## src/rtl/parking_gate_if.sv

```systemverilog
// Request/status bundle between the gate sensors, the occupancy counter and the
// gate arbiter. Requests are one-cycle pulses; inc/dec/deny/timeout are one-cycle strobes.
interface parking_gate_if #(
   parameter int COUNT_W = 3
);
   logic               entry_req;
   logic               exit_req;
   logic               car_clear;
   logic [COUNT_W-1:0] count;
   logic               gate_open;
   logic               inc;
   logic               dec;
   logic               deny_in;
   logic               deny_out;
   logic               timeout;
   logic               full;

   // Handshake: no valid/ready pair. A request pulse is always accepted (latched into a
   // single-depth pending flag); each strobe is high for exactly one cycle and needs no ack.
   modport master (
      output entry_req, exit_req, car_clear, count,
      input  gate_open, inc, dec, deny_in, deny_out, timeout, full
   );

   modport slave (
      input  entry_req, exit_req, car_clear, count,
      output gate_open, inc, dec, deny_in, deny_out, timeout, full
   );
endinterface

```

## src/rtl/parking_gate_arbiter.sv

```systemverilog
// Single-lane barrier arbiter: round-robins entry/exit requests over one gate, enforces
// capacity, aborts stuck passages and issues the only inc/dec strobes to the counter.
module parking_gate_arbiter #(
   parameter int COUNT_W      = 3,
   parameter int CAPACITY     = 7,
   parameter int OPEN_CYCLES  = 12000000,
   parameter int GUARD_CYCLES = 6000000
) (
   input  logic              clk,
   input  logic              rst,
   parking_gate_if.slave     bus,
   output logic [1:0]        state_dbg
);

   localparam logic [1:0] S_IDLE   = 2'd0;
   localparam logic [1:0] S_OPEN   = 2'd1;
   localparam logic [1:0] S_COMMIT = 2'd2;
   localparam logic [1:0] S_GUARD  = 2'd3;

   localparam logic DIR_IN  = 1'b1;
   localparam logic DIR_OUT = 1'b0;

   localparam int T_MAX = (OPEN_CYCLES > GUARD_CYCLES) ? OPEN_CYCLES : GUARD_CYCLES;
   localparam int TW    = $clog2(T_MAX + 1);

   localparam logic [TW-1:0]      OPEN_LAST  = TW'(OPEN_CYCLES - 1);
   localparam logic [TW-1:0]      GUARD_LAST = TW'(GUARD_CYCLES - 1);
   localparam logic [COUNT_W-1:0] CAP_C      = COUNT_W'(CAPACITY);

   logic [1:0]    state, next_state;
   logic [TW-1:0] timer, timer_n;
   logic          dir, last_served;
   logic          pend_in, pend_out;
   logic          deny_in_q, deny_out_q, timeout_q;

   logic el_in, el_out;
   logic grant, grant_dir;
   logic clr_in, clr_out;
   logic deny_in_n, deny_out_n, timeout_n;

   always_comb begin
      el_in      = pend_in && (bus.count < CAP_C);
      el_out     = pend_out && (bus.count != '0);
      grant      = 1'b0;
      grant_dir  = DIR_OUT;
      clr_in     = 1'b0;
      clr_out    = 1'b0;
      deny_in_n  = 1'b0;
      deny_out_n = 1'b0;
      timeout_n  = 1'b0;
      next_state = state;
      timer_n    = timer;

      case (state)
         S_IDLE: begin
            if (el_in && el_out) begin
               grant     = 1'b1;
               grant_dir = ~last_served;
            end else if (el_in) begin
               grant     = 1'b1;
               grant_dir = DIR_IN;
            end else if (el_out) begin
               grant     = 1'b1;
               grant_dir = DIR_OUT;
            end else if (pend_in) begin
               // pend_in without el_in means the lot is full and nobody can leave
               clr_in    = 1'b1;
               deny_in_n = 1'b1;
            end else if (pend_out) begin
               clr_out    = 1'b1;
               deny_out_n = 1'b1;
            end
            if (grant) begin
               next_state = S_OPEN;
               timer_n    = '0;
            end
         end
         S_OPEN: begin
            if (bus.car_clear) begin
               next_state = S_COMMIT;
               timer_n    = '0;
            end else if (timer == OPEN_LAST) begin
               timeout_n  = 1'b1;
               clr_in     = (dir == DIR_IN);
               clr_out    = (dir == DIR_OUT);
               next_state = S_GUARD;
               timer_n    = '0;
            end else begin
               timer_n = timer + TW'(1);
            end
         end
         S_COMMIT: begin
            clr_in     = (dir == DIR_IN);
            clr_out    = (dir == DIR_OUT);
            next_state = S_GUARD;
            timer_n    = '0;
         end
         S_GUARD: begin
            if (timer == GUARD_LAST) begin
               next_state = S_IDLE;
               timer_n    = '0;
            end else begin
               timer_n = timer + TW'(1);
            end
         end
         default: begin
            next_state = S_IDLE;
            timer_n    = '0;
         end
      endcase
   end

   always_ff @(posedge clk) begin
      if (rst) begin
         state       <= S_IDLE;
         timer       <= '0;
         dir         <= DIR_OUT;
         last_served <= DIR_OUT;
         pend_in     <= 1'b0;
         pend_out    <= 1'b0;
         deny_in_q   <= 1'b0;
         deny_out_q  <= 1'b0;
         timeout_q   <= 1'b0;
      end else begin
         state      <= next_state;
         timer      <= timer_n;
         deny_in_q  <= deny_in_n;
         deny_out_q <= deny_out_n;
         timeout_q  <= timeout_n;
         if (grant) begin
            dir         <= grant_dir;
            last_served <= grant_dir;
         end
         // a new request in the same cycle as a clear keeps the flag set
         pend_in  <= bus.entry_req | (pend_in & ~clr_in);
         pend_out <= bus.exit_req | (pend_out & ~clr_out);
      end
   end

   assign bus.gate_open = (state == S_OPEN);
   assign bus.inc       = (state == S_COMMIT) && (dir == DIR_IN);
   assign bus.dec       = (state == S_COMMIT) && (dir == DIR_OUT);
   assign bus.deny_in   = deny_in_q;
   assign bus.deny_out  = deny_out_q;
   assign bus.timeout   = timeout_q;
   assign bus.full      = (bus.count >= CAP_C);
   assign state_dbg     = state;

endmodule

```

## src/flat_wrapper.sv

```systemverilog
// flat-port wrapper written by rule: the top's interface ports become plain ports
module parking_gate_arbiter_flat 
#(
   parameter int COUNT_W      = 3,
   parameter int CAPACITY     = 7,
   parameter int OPEN_CYCLES  = 12000000,
   parameter int GUARD_CYCLES = 6000000
)
  (clk, rst, state_dbg, bus_entry_req, bus_exit_req, bus_car_clear, bus_count, bus_gate_open, bus_inc, bus_dec, bus_deny_in, bus_deny_out, bus_timeout, bus_full);
  parking_gate_if #(.COUNT_W(COUNT_W)) bus_i ();
  input  logic clk;
  input  logic rst;
  output logic [1:0] state_dbg;
  input wire logic [$bits(bus_i.entry_req)-1:0] bus_entry_req;
  input wire logic [$bits(bus_i.exit_req)-1:0] bus_exit_req;
  input wire logic [$bits(bus_i.car_clear)-1:0] bus_car_clear;
  input wire logic [$bits(bus_i.count)-1:0] bus_count;
  output wire logic [$bits(bus_i.gate_open)-1:0] bus_gate_open;
  output wire logic [$bits(bus_i.inc)-1:0] bus_inc;
  output wire logic [$bits(bus_i.dec)-1:0] bus_dec;
  output wire logic [$bits(bus_i.deny_in)-1:0] bus_deny_in;
  output wire logic [$bits(bus_i.deny_out)-1:0] bus_deny_out;
  output wire logic [$bits(bus_i.timeout)-1:0] bus_timeout;
  output wire logic [$bits(bus_i.full)-1:0] bus_full;
  assign bus_i.entry_req = bus_entry_req;
  assign bus_i.exit_req = bus_exit_req;
  assign bus_i.car_clear = bus_car_clear;
  assign bus_i.count = bus_count;
  assign bus_gate_open = bus_i.gate_open;
  assign bus_inc = bus_i.inc;
  assign bus_dec = bus_i.dec;
  assign bus_deny_in = bus_i.deny_in;
  assign bus_deny_out = bus_i.deny_out;
  assign bus_timeout = bus_i.timeout;
  assign bus_full = bus_i.full;
  parking_gate_arbiter #(.COUNT_W(COUNT_W), .CAPACITY(CAPACITY), .OPEN_CYCLES(OPEN_CYCLES), .GUARD_CYCLES(GUARD_CYCLES)) u_core (.clk(clk), .rst(rst), .bus(bus_i), .state_dbg(state_dbg));
endmodule
```

## config.mk

```make
export PLATFORM = sky130hd
export DESIGN_NAME = parking_gate_arbiter_flat
export DESIGN_NICKNAME = d
export VERILOG_FILES = /design/src/rtl/parking_gate_if.sv /design/src/rtl/parking_gate_arbiter.sv /design/src/flat_wrapper.sv
export SDC_FILE = /design/constraint.sdc
export NUM_CORES = 1
export LEC_CHECK = 0
export CAP_MARGIN = 20
export CELL_PAD_IN_SITES_DETAIL_PLACEMENT = 0
export CELL_PAD_IN_SITES_GLOBAL_PLACEMENT = 1
export CORE_MARGIN = 4
export CORE_UTILIZATION = 45
export DETAILED_ROUTE_END_ITERATION = 10
export DONT_BUFFER_PORTS = 1
export PLACE_DENSITY_LB_ADDON = 0.25
export SLEW_MARGIN = 10
export SYNTH_ARGS = -nofsm -noshare
export SYNTH_HDL_FRONTEND = slang
export SYNTH_SLANG_ARGS = --single-unit
```

## constraint.sdc

```tcl
create_clock -name clk -period 4.6 [get_ports clk]
set_input_delay 0.69 -clock clk [delete_from_list [all_inputs] [get_ports clk]]
set_output_delay 0.69 -clock clk [all_outputs]
set_load 0.05 [all_outputs]
```

==> results_dict.tcl, run 1 <==
set metrics [dict create \
    dp_hpwl_um 3060 \
    viasPerCell 6.13 \
    synth_top_family_by_area "simple AND/OR/NAND/NOR gates" \
    cp.required_ns 4.82 \
    ys_seq_area_share_pct 36.5 \
    die_x_um 70.4 \
    synth-adder-area-share_pct 3.57 \
    synth_cell_types 41 \
    place_area_mm2 0.00178 \
    finalNetCount 223 \
    final_util_pct 50.5 \
    grt_pass1_vias 1600 \
    stdcell_area_mm2 0.00188 \
    grt_pass1_wl_um 7420 \
    num_rows 22 \
    die_y_um 70.4 \
    cts_resized 0 \
    cts_buffers 5 \
    portBuffers 0 \
    wl_um 4190 \
    drt-initial-drc-count 91 \
    arrival_ns 3.20 \
    critPathKind "reg2reg" \
    hold_viol 0 \
    cp-end-kind "register" \
    cts_buffer_depth 2 \
    antenna_left 0 \
    crit_path_max_fanout 21 \
    dr.pass1.iters 4 \
    yosys.area_share.simple_pct 31.8 \
    fillers 382 \
    areaGrowthSynthToFinish_pct 6.99 \
    pin_count 17 \
    antenna_found_initial 0 \
    synthesis.area_mm2 0.00175 \
    maxCapViolCount 0 \
    totalNegativeSetupSlack_ns 0 \
    clock_skew_ns 0.00591 \
    worstMarginPinSlew_ns 1.01 \
    syn-num-nets 225 \
    final_common_cell "dfxtp_1" \
    htreeDepth 2 \
    post_cts_buffers 0 \
    setup-violations-final 0 \
    synthMuxAreaShare_pct 0 \
    critPathLaunchType "register" \
    synth_compound_area_share_pct 16.1 \
    max_clock_freq_ghz 0.336 \
    min_period_ns 2.97 \
    initial_utilization_pct 47.2 \
    insertion_delay_ns 0.29 \
    synth_area_leader_cell "dfxtp_1" \
    synth.area.top_cells "dfxtp_1 37%, xnor2_1 4.5%, nor2_1 4.3%" \
    grt_max_degree 22 \
    vdd_drop_max_uv 281 \
    rsz0062_at_grt "no" \
    synth.avg_cell_area_um2 8.27 \
    synthFlopType "dfxtp_1" \
    dieArea_mm2 0.00496 \
    wire_per_inst_um 16.2 \
    cts.clk_slew.worst_paths_ns 0.07 \
    cts_tree "done" \
    min_period_over_period_pct 64.6 \
    status "completed" \
    slew_viol_final 0 \
    min_path_type "in2reg" \
    powerDensity_mw_per_mm2 424 \
    ys_seq_elements 32 \
    cts_sinks 32 \
    multi_input_area_mm2 0.00103 \
    register_area_um2 641 \
    synth_xor_xnor_area_share_pct 6.99 \
    num_antenna_cells 0 \
    route.detailed.drc 0 \
    async_reset_ff_share_pct 0 \
    cts-root-buf "clkbuf_8" \
    gp_congestion 0.851 \
    syn-instance-count 212 \
    drive_gt1_share_pct 7.58 \
    grt_overflow 0 \
    synth.top_cell.area_share_pct 36.5 \
    slew_headroom_pct 32.2 \
    power_leakage_uw 0.000562 \
    yosysWarnings 0 \
    grt_util_all_layers_pct 18.5 \
    synth_edf_count 0 \
    mostFrequentLayoutCells "32 x dfxtp_1, 20 x nor2_1, 15 x nand2_1" \
    postCtsHoldBufs 0 \
    coreArea_mm2 0.00372 \
    dr_total_vias 1587 \
]
[path summary, 6_finish.rpt]
| check | to | slack [ns] | depth (start not counted) | start |
|---|---|---|---|---|
| hold / removal | u_core.pend_out | 0.46 | 1 | rst |
| hold reg to reg | u_core.timer[1] | 0.51 | 2 | u_core.timer[1] |
| setup / recovery | u_core.timer[21] | 1.63 | 6 | u_core.state_dbg[0] |
| setup reg to reg | u_core.timer[21] | 1.63 | 6 | u_core.state_dbg[0] |
[worst max-delay path, cell delays in order (launching register included)]
cell and delay, ns:
dfxtp_1 0.70, inv_1 0.19, ha_1 0.34, o31a_1 0.37, or4_1 0.72, or4_1 0.43, a21oi_1 0.15
[logic make-up after synthesis]
logic type,count (synthesis)
fa+ha+maj,5
simple gates,97
flops,32
xor+xnor,14
compound gates,44
buf+inv,20
[cell usage after synthesis, types with 6 or more instances]
cell and count:
nand2_1 15, nor3_1 6, dfxtp_1 32, xnor2_1 9, a21oi_1 11, nor4_1 11, o21ai_0 10, inv_1 8
nor2_1 20, nand3_1 9, clkbuf_1 6, nand4_1 7
[final cells by class]
| cell class | instances | share of cell area (%) |
|---|---|---|
| multi-input cells | 160 | 54.9 |
| well taps | 48 | 3.20 |
| inverters | 8 | 1.60 |
| clock inverters | 3 | 1.27 |
| repair buffers | 3 | 1.20 |
| flip-flops and latches | 32 | 34.1 |
| clock buffers | 5 | 3.67 |
[registers in the layout (all words and copies together) (netlist names)]
signal	cells
u_core.bus.deny_in	1
u_core.bus.deny_out	1
u_core.bus.timeout	1
u_core.last_served	1
u_core.pend_in	1
u_core.pend_out	1
u_core.state_dbg	2
u_core.timer	24
[metrics by stage]
step	power (uW)	worst slack (ns)	instances	hold slack (ns)
2_1_floorplan	529	2.04	212	0.459
3_3_place_gp	574	1.71	250	0.486
3_5_place_dp	582	1.65	251	0.502
4_1_cts	803	1.64	259	0.448
5_1_grt	844	1.45	259	0.436
6_report	796	1.63	259	0.461
[where the power goes]
part / internal, uW / total, uW / switching [uW] / leakage [uW]
logic: 73.0 / 231 / 158 / 0.000263
registers: 294 / 346 / 51.9 / 0.000259
clock network: 107 / 219 / 112 / 0.0000404
total: 474 / 796 / 322 / 0.000562
[layer usage]
metal	GRT usage, %	part of all wire [%]	up-vias
li1	-	-	779
met1	23.7	46	771
met2	29.4	48	28
met3	4.17	3.8	9
met4	8.51	2.2	0
met5	0	0	-
Note: power is estimated with default switching activity, not from simulation.
==> run 2: changes to the inputs <==
- CORE_UTILIZATION: 45 -> 42
- clock period: 4.6 -> 2.5 ns (I/O delays scaled with it)
==> run 2 against run 1 <==
Compared with the run above:
- wire length increased by 1.8%
- critical path depth decreased by 1
- sequential power increased by 69%
- worst setup slack got worse by 1.5 ns
- worst hold slack got worse by 0.30 ns
- total power increased by 95%
- largest cell class unchanged
==> results_dict.tcl, run 2 (synthesis results as in run 1) <==
set metrics [dict create \
    status "completed" \
    max_clock_freq_ghz 0.427 \
    slew_viol_final 0 \
    worstMarginPinSlew_ns 0.598 \
    p_int_uw 966 \
    grt_pass1_vias 1497 \
    initial_utilization_pct 43.5 \
    coreArea_mm2 0.00403 \
    areaGrowthSynthToFinish_pct 13.6 \
    antenna_left 0 \
    viasPerCell 5.92 \
    place_area_mm2 0.00189 \
    cts_tree "done" \
    power_leakage_uw 0.000637 \
    cts_buffer_depth 2 \
    clock_skew_ns 0.00206 \
    slew_headroom_pct 59.8 \
    final_common_cell "dfxtp_1" \
    arrival_ns 2.53 \
    crit_path_max_fanout 6 \
    slowest_delay_ns 0.53 \
    wl_um 4270 \
    htreeDepth 2 \
    die_x_um 72.6 \
    gp_congestion 0.914 \
    met1_length_um 2160 \
    postCtsHoldBufs 0 \
    largest_reg_flops 24 \
    grt_pass1_wl_um 7100 \
    critPathKind "reg2reg" \
    regMostFlops "u_core.timer" \
    cp.required_ns 2.69 \
    min_path_type "in2reg" \
    cts_buffers 5 \
    grt_util_all_layers_pct 17.3 \
    wire_per_inst_um 15.5 \
    pin_count 17 \
    num_rows 23 \
    swShare_pct 37.7 \
    hold_viol 0 \
    grt_max_degree 21 \
    cts-root-buf "clkbuf_8" \
    route.met3.wl_um 180 \
    clkPwrFrac_pct 26.1 \
    dieArea_mm2 0.00527 \
    cp.buffers_inverters 0 \
    setup-violations-final 0 \
    pwr-share-seq_pct 37.7 \
    stdcell_area_mm2 0.00199 \
    num_antenna_cells 0 \
    die_y_um 72.6 \
    insertion_delay_ns 0.28 \
    worstPathCellList "or4bb_1 -> nor4_1 -> a21boi_1 -> or4_1 -> a211oi_1" \
    min_period_ns 2.34 \
    drive_gt1_share_pct 13.3 \
    cp-end-kind "register" \
    cp_top_family "simple AND/OR/NAND/NOR gates" \
    vdd_drop_max_uv 494 \
    wl_met2_um 1910 \
    comb_power_share_pct 36.2 \
    portBuffers 0 \
    dp_hpwl_um 3150 \
    grt_overflow 0 \
    top_layer "met4" \
    powerDensity_mw_per_mm2 778 \
    p_sw_uw 585 \
    min_period_over_period_pct 93.7 \
    power_uw 1550 \
    cp_slowest_cell "or4_1" \
    cts.clk_slew.worst_paths_ns 0.06 \
    finalNetCount 237 \
    cts_sinks 32 \
    drt-initial-drc-count 73 \
    maxCapViolCount 0 \
    dr_total_vias 1627 \
    critPathLaunchType "register" \
    antenna_found_initial 0 \
    route.detailed.drc 0 \
    dr.pass1.iters 4 \
    mostFrequentLayoutCells "30 x dfxtp_1, 20 x nor2_1, 17 x buf_4" \
]
[run 2: changes by cell type in the layout (fill, tap and decap cells not counted), sizes merged]
cell      previous run  this run
clkinv               1         0
buf                  3        17
clkbuf               5         8
clkinvlp             2         0
[run 2: worst paths after layout]
check / endpoint / start / slack, ns / cells past startpoint
setup / recovery: u_core.state_dbg[0] / u_core.timer[15] / 0.16 / 5
hold / removal: u_core.state_dbg[0] / rst / 0.16 / 1
setup reg to reg: u_core.state_dbg[0] / u_core.timer[15] / 0.16 / 5
hold reg to reg: u_core.timer[1] / u_core.timer[1] / 0.50 / 2
[run 2: stage by stage]
stage                     hold WS (ns)  worst slack [ns]  TNS (ns)  std cells  util [%]
after detailed placement         0.447             0.104         0        266      46.8
after CTS                        0.144            0.0968         0        274      49.1
after floorplan                  0.459             0.157         0        212         -
after global placement           0.447             0.222         0        266      46.8
final                            0.157             0.158         0        275      49.5
after global routing             0.138           -0.0108   -0.0108        275      49.5
[run 2: metal layers]
| metal | vias to the layer above | GRT usage, % |
|---|---|---|
| li1 | 808 | - |
| met1 | 780 | 23.4 |
| met2 | 37 | 26.3 |
| met3 | 2 | 5.65 |
| met4 | 0 | 4.92 |
| met5 | - | 0 |
[run 2: final cells by class]
class                   instances  area, um^2
fillers                       410        2040
multi-input cells             160        1040
flip-flops and latches         32         643
repair buffers                 17         128
clock buffers                   8        90.1
well taps                      50        62.6
inverters                       8        30.0
[run 2: power groups by stage]
stage / clock, uW / sequential [uW] / combinational (uW)
2_1_floorplan: 0 / 641 / 335
6_report: 404 / 585 / 562
4_1_cts: 419 / 584 / 561
3_5_place_dp: 0 / 595 / 560
5_1_grt: 436 / 591 / 614
3_3_place_gp: 0 / 594 / 558
[run 2: repair_timing]
| action | 4_1_cts | 5_1_grt |
|---|---|---|
| setup endpoints to repair | 0 | 1 |
| buffers inserted | 0 | 1 |
| resized for setup | 0 | 2 |
| hold endpoints to repair | 0 | 0 |
